File: src/rtl/lfu_pkg.sv
// Shared encodings and sizes for the LFU buffer lookup front-end.
package lfu_pkg;
    localparam int NUM_BUF = 4;
    localparam int BUF_W   = 2;

    typedef enum logic [2:0] {
        IDLE  = 3'd0,
        CMP   = 3'd1,
        REQ   = 3'd2,
        GRANT = 3'd3,
        FILL  = 3'd4,
        RSP   = 3'd5
    } state_t;
endpackage

File: src/rtl/lfu_tag_store.sv
// Four-entry fully associative tag store with combinational compare and free-slot search.
module lfu_tag_store
    import lfu_pkg::*;
#(
    parameter int TAG_W = 8
) (
    input  logic             clk,
    input  logic             rst,
    input  logic             we,
    input  logic [BUF_W-1:0] widx,
    input  logic [TAG_W-1:0] wtag,
    input  logic             flush,
    input  logic [TAG_W-1:0] tag,
    output logic             hit,
    output logic [BUF_W-1:0] hit_idx,
    output logic             any_free,
    output logic [BUF_W-1:0] free_idx
);
    logic [NUM_BUF-1:0][TAG_W-1:0] tags;
    logic [NUM_BUF-1:0]            vld;

    always_ff @(posedge clk or posedge rst) begin
        if (rst) begin
            tags <= '0;
            vld  <= '0;
        end else if (flush) begin
            vld <= '0;
        end else if (we) begin
            tags[widx] <= wtag;
            vld[widx]  <= 1'b1;
        end
    end

    // Scan high to low so the lowest matching / free index wins.
    always_comb begin
        hit      = 1'b0;
        hit_idx  = '0;
        any_free = 1'b0;
        free_idx = '0;
        for (int i = NUM_BUF - 1; i >= 0; i--) begin
            if (vld[i] && tags[i] == tag) begin
                hit     = 1'b1;
                hit_idx = BUF_W'(i);
            end
            if (!vld[i]) begin
                any_free = 1'b1;
                free_idx = BUF_W'(i);
            end
        end
    end
endmodule

File: src/rtl/lfu_buf_lookup.sv
// Lookup front-end: resolves a tag to a buffer, allocating a free or LFU-chosen victim on miss.
module lfu_buf_lookup
    import lfu_pkg::*;
#(
    parameter int TAG_W  = 8,
    parameter int FF_DLY = 1
) (
    input  logic             clk,
    input  logic             rst,
    input  logic             req_vld,
    input  logic [TAG_W-1:0] req_tag,
    output logic             req_rdy,
    input  logic             flush,
    output logic             rsp_vld,
    output logic             rsp_hit,
    output logic [BUF_W-1:0] rsp_buf,
    input  logic             rsp_rdy,
    output logic             ref_vld,
    output logic [BUF_W-1:0] ref_buf_numbr,
    output logic             new_buf_req,
    input  logic [BUF_W-1:0] buf_num_replc
);
    state_t           state;
    logic [TAG_W-1:0] tag_q;
    logic [BUF_W-1:0] fill_idx;
    logic             hit, any_free;
    logic [BUF_W-1:0] hit_idx, free_idx;

    assign req_rdy = (state == IDLE) && !flush;

    lfu_tag_store #(.TAG_W(TAG_W)) u_store (
        .clk      (clk),
        .rst      (rst),
        .we       (state == FILL),
        .widx     (fill_idx),
        .wtag     (tag_q),
        .flush    (flush && state == IDLE),
        .tag      (tag_q),
        .hit      (hit),
        .hit_idx  (hit_idx),
        .any_free (any_free),
        .free_idx (free_idx)
    );

    always_ff @(posedge clk or posedge rst) begin
        if (rst) begin
            state         <= IDLE;
            tag_q         <= '0;
            fill_idx      <= '0;
            rsp_vld       <= 1'b0;
            rsp_hit       <= 1'b0;
            rsp_buf       <= '0;
            ref_vld       <= 1'b0;
            ref_buf_numbr <= '0;
            new_buf_req   <= 1'b0;
        end else begin
            ref_vld     <= 1'b0;
            new_buf_req <= 1'b0;
            case (state)
                IDLE: if (!flush && req_vld) begin
                    tag_q <= req_tag;
                    state <= CMP;
                end
                CMP: if (hit) begin
                    rsp_vld       <= 1'b1;
                    rsp_hit       <= 1'b1;
                    rsp_buf       <= hit_idx;
                    ref_vld       <= 1'b1;
                    ref_buf_numbr <= hit_idx;
                    state         <= RSP;
                end else if (any_free) begin
                    fill_idx <= free_idx;
                    state    <= FILL;
                end else begin
                    new_buf_req <= 1'b1;
                    state       <= REQ;
                end
                REQ:   state <= GRANT;
                // LFU answer is valid the cycle after the request pulse.
                GRANT: begin
                    fill_idx <= buf_num_replc;
                    state    <= FILL;
                end
                FILL: begin
                    rsp_vld       <= 1'b1;
                    rsp_hit       <= 1'b0;
                    rsp_buf       <= fill_idx;
                    ref_vld       <= 1'b1;
                    ref_buf_numbr <= fill_idx;
                    state         <= RSP;
                end
                RSP: if (rsp_rdy) begin
                    rsp_vld <= 1'b0;
                    state   <= IDLE;
                end
                default: state <= IDLE;
            endcase
        end
    end
endmodule

File: config.mk
export PLATFORM = sky130hd
export DESIGN_NAME = lfu_buf_lookup
export DESIGN_NICKNAME = d
export VERILOG_FILES = /design/src/rtl/lfu_pkg.sv /design/src/rtl/lfu_tag_store.sv /design/src/rtl/lfu_buf_lookup.sv
export SDC_FILE = /design/constraint.sdc
export NUM_CORES = 1
export LEC_CHECK = 0
export CAP_MARGIN = 20
export CORE_ASPECT_RATIO = 0.5
export CORE_MARGIN = 2
export CORE_UTILIZATION = 44
export CTS_BUF_LIST = sky130_fd_sc_hd__clkbuf_2 sky130_fd_sc_hd__clkbuf_4 sky130_fd_sc_hd__clkbuf_8
export CTS_CLUSTER_SIZE = 40
export DETAILED_ROUTE_END_ITERATION = 16
export GPL_TIMING_DRIVEN = 0
export PLACE_DENSITY_LB_ADDON = 0.12
export SYNTH_ARGS = -nofsm -noshare
export SYNTH_HDL_FRONTEND = slang
export SYNTH_HIERARCHICAL = 1
export SYNTH_SLANG_ARGS = --single-unit
File: constraint.sdc
create_clock -name clk -period 2.8 [get_ports clk]
set_clock_uncertainty 0.05 [all_clocks]
set_input_delay 0.42 -clock clk [delete_from_list [all_inputs] [get_ports clk]]
set_output_delay 0.42 -clock clk [all_outputs]
set_load 0.03 [all_outputs]
==> summary.txt <==
Timing
  – Slew @ Worst Pin: 0.976 ns
  – Final Max Slew Viols: 0
  – RSZ-0062 raised after global routing: false
  – Crit share post-route: 90.7%
  – Final hold violation count: 0
  – Slew margin rel.: 34.3%
  – FMAX: 394 MHz
  – Minimum clock period: 2.54 ns
  – Final TNS setup: 0 ns
  – # setup viols final: 0

Global routing
  – First-pass GRT wire length: 8140 um
  – Grt ovf: 0
  – Vias in the first global route: 1590
  – Largest net degree at the start of global routing: 25
  – Gr usage total: 16.2%
  – Antenna violations before repair: 0

Detailed routing
  – Post-route ant nets: 0
  – Vias after detailed routing: 1649
  – Drt first pass iters: 4
  – Routed WL per cell: 15.6 um
  – Initial DRC count: 99
  – Remaining design rule violation count: 0
  – Via/cell ratio: 5.07
  – Drt total wl: 5080 um

Worst setup path
  – CP max stage cell: nor4_1
  – R2R setup slack: 0.27 ns
  – Crit Path Class: in2reg
  – Buffers & Inverters on Critical Path: 3
  – Crit path launch: flush
  – CP most frequent cell: inv_1
  – Reg2reg start: state[1]$_DFFE_PP0P_
  – Crit-path cells: clkdlybuf4s50_1 -> inv_1 -> nor4_1 -> inv_1 -> nand4_2 -> mux2_2
  – CP Data Required Time: 2.95 ns
  – Worst path top cell family by delay: simple AND/OR/NAND/NOR gates
  – Highest cell delay on the worst timing path: 0.74 ns
  – R2R depth: 5
  – Worst-path maximum fanout: 9
  – CP Depth: 6
  – Startpoint types: input port
  – Worst Path Arrival: 2.68 ns
  – R2R Path End: u_store/tags[29]$_DFFE_PP0P_
  – Critical path endpoint category: register
  – CP endpoint: u_store/tags[29]$_DFFE_PP0P_

Hold path
  – Hold Crit Depth: 2
  – Worst min-delay path class: reg2reg

Synthesis
  – Register area share after synthesis: 51.1%
  – Synth Net Count: 231
  – Yosys reg bits: 55
  – Synth Cell Area: 0.00269 mm^2
  – Unique masters post-synth: 38
  – Avg Inst Size Synth: 12.5 um^2
  – Mapped Cells: 216
  – Yosys warns: 6

Layout
  – Final nets: 262
  – Final std cells w/o fill: 325
  – Layout area overhead: 16.8%
  – Post-layout util: 52.6%
  – Share of cells above drive strength 1: 28.2%
  – # diodes: 0

Power and ir drop
  – Design Power: 3.56 mW
  – Power Dens Cells: 1130 mW/mm^2
  – Maximum vdd drop: 0.000382 V
  – Switching power: 1.30 mW
  – Leak: 1.33 nW
  – Switching Fraction: 36.6%
  – Internal: 2.26 mW
  – Gate power share: 45.9%
  – Flop pwr share: 41.1%
  – Clock network power share: 13.0%

Floorplan
  – I/O pin count: 24
  – Die height: 59.3 um
  – Starting Density: 45.0%
  – Core area: 0.00598 mm^2
  – DIE WIDTH: 115 um
  – Die ar.: 0.00680 mm^2
  – Row count: 20

Flow run
  – Max-Cap Viols: 0

Place
  – Gpl congestion: 0.739
  – Placed cells: 317
  – Port Buf Inserts: 23
  – Post-DP HPWL: 3660 um

Clock network
  – # hold bufs at CTS: 0
  – CTS max path bufs: 2
  – Postcts setup bufs: 0
  – Clk_lat worst skew: 0.31 ns
  – CTS Buf Count: 5
  – Clk pin slew, worst setup/hold paths: 0.10 ns
  – CTS tree: built
  – Post-CTS sizing: 0
  – CTS H-tree lvls: 2
  – CTS sink cnt: 55
  – Clk Tree Root Cell: clkbuf_8

Run status
  – Status: complete, no violations
-- through the flow --
| stage | hold WS, ns | instance area, um^2 | worst slack [ns] |
|---|---|---|---|
| 6_report | 0.432 | 3150 | 0.261 |
| 2_1_floorplan | 0.321 | 2690 | 0.711 |
| 3_5_place_dp | 0.417 | 3050 | -0.0496 |
| 4_1_cts | 0.439 | 3150 | 0.261 |
| 3_3_place_gp | 0.416 | 3020 | -0.0250 |
| 5_1_grt | 0.494 | 3150 | 0.0102 |
-- area by class of cell --
| cell class | count | area (um^2) |
|---|---|---|
| Clock inverter | 2 | 16.3 |
| Tap cell | 77 | 96.3 |
| Sequential cell | 55 | 1380 |
| Timing Repair Buffer | 24 | 258 |
| Inverter | 8 | 30.0 |
| Fill cell | 558 | 2840 |
| Multi-Input combinational cell | 138 | 1200 |
| Buffer | 15 | 85.1 |
| Clock buffer | 6 | 82.6 |
-- layer usage --
metal	routed length [um]	GRT usage (%)
met1	2600	22.7
met3	231	4.19
met5	0	0
met2	2230	26.0
met4	20	3.31
-- power groups by stage --
stage               registers (mW)  clock network [mW]  logic [mW]
floorplan                     1.46                   0        1.25
detailed placement            1.48                   0        1.65
CTS                           1.46               0.479        1.66
global placement              1.46                   0        1.62
global route                  1.52               0.508        1.79
finish                        1.46               0.461        1.64
-- Yosys cell counts --
| master | n | area (um^2) |
|---|---|---|
| inv_1 | 8 | 30.0 |
| nor2_1 | 4 | 15.0 |
| buf_1 | 1 | 3.75 |
| clkbuf_1 | 5 | 18.8 |
| xnor2_1 | 31 | 272 |
| nand4_1 | 5 | 31.3 |
| nor4_1 | 2 | 12.5 |
| buf_2 | 4 | 20.0 |
| o22a_1 | 2 | 17.5 |
| a21oi_1 | 4 | 20.0 |
| o21ai_0 | 3 | 15.0 |
| a21o_1 | 3 | 22.5 |
| o311ai_0 | 1 | 8.76 |
| or3b_1 | 1 | 8.76 |
| mux2_2 | 44 | 495 |
| a21boi_0 | 1 | 7.51 |
| nand2_4 | 1 | 11.3 |
| nand4bb_1 | 1 | 11.3 |
| nand2b_1 | 2 | 12.5 |
| nand3_1 | 4 | 20.0 |
| mux2i_1 | 1 | 10.0 |
| buf_4 | 2 | 15.0 |
| clkbuf_2 | 1 | 5.00 |
| dfrtp_1 | 55 | 1380 |
| a21o_2 | 1 | 8.76 |
| nand4_2 | 1 | 12.5 |
| a31oi_1 | 1 | 6.26 |
| nor4_4 | 1 | 21.3 |
| and4bb_2 | 2 | 25.0 |
| nor4_2 | 1 | 12.5 |
| o211ai_1 | 1 | 7.51 |
| o21a_1 | 2 | 15.0 |
| nand2_1 | 10 | 37.5 |
| xor2_1 | 1 | 8.76 |
| buf_6 | 2 | 22.5 |
| or3_1 | 1 | 6.26 |
| nor4b_4 | 1 | 23.8 |
| nor3_1 | 5 | 25.0 |
-- worst min path at each step --
stage	startpoint	endpoint
final	rsp_hit$_DFFE_PP0P_	rsp_hit$_DFFE_PP0P_
after global routing	rst	u_store/tags[9]$_DFFE_PP0P_
after CTS	rsp_hit$_DFFE_PP0P_	rsp_hit$_DFFE_PP0P_
after detailed placement	rsp_hit$_DFFE_PP0P_	rsp_hit$_DFFE_PP0P_
after global placement	rsp_hit$_DFFE_PP0P_	rsp_hit$_DFFE_PP0P_
after floorplan	rst	fill_idx[0]$_DFFE_PP0P_
-- worst register-to-register path: cells and delay by family, from the launching register on --
kind	cells	cell delay (ns)
AND/OR/NAND/NOR	2	1.11
multiplexers	1	0.38
flip-flops	1	0.43
buffers and inverters	2	0.45
-- kinds of logic (layout without fill, tap and decap cells) --
kind of cell              after synthesis  count (layout)  synth area share (%)
AOI/OAI and AO/OA                      19              19                  4.79
muxes                                  45              45                  18.8
DFF                                    55              55                  51.1
xor gates and xnor gates               32              32                  10.4
and+or+nand+nor                        42              42                  10.6
buffers and inverters                  23              55                  4.27
-- sequential cells by signal, summed over array words and instances (netlist names), 2 cells and up --
| name | count |
|---|---|
| fill_idx | 2 |
| ref_buf_numbr | 2 |
| state | 3 |
| tag_q | 8 |
| u_store/tags | 32 |
| u_store/vld | 4 |
-- cell usage in the layout, fill, tap and decap left out, types with 2 or more instances in the layout --
cell,instances
o22a_1,2
nand2b_1,2
dfrtp_1,55
buf_6,2
clkbuf_1,5
clkdlybuf4s50_1,23
inv_1,8
nor4_1,2
nand2_1,10
a21o_1,3
a21oi_1,4
o21a_1,2
nor2_1,4
mux2_2,44
and4bb_2,2
nand4_1,5
o21ai_0,3
nand3_1,4
clkbuf_8,6
buf_4,2
xnor2_1,31
nor3_1,5
buf_2,4
No activity file was read; power rests on OpenSTA's default activity.
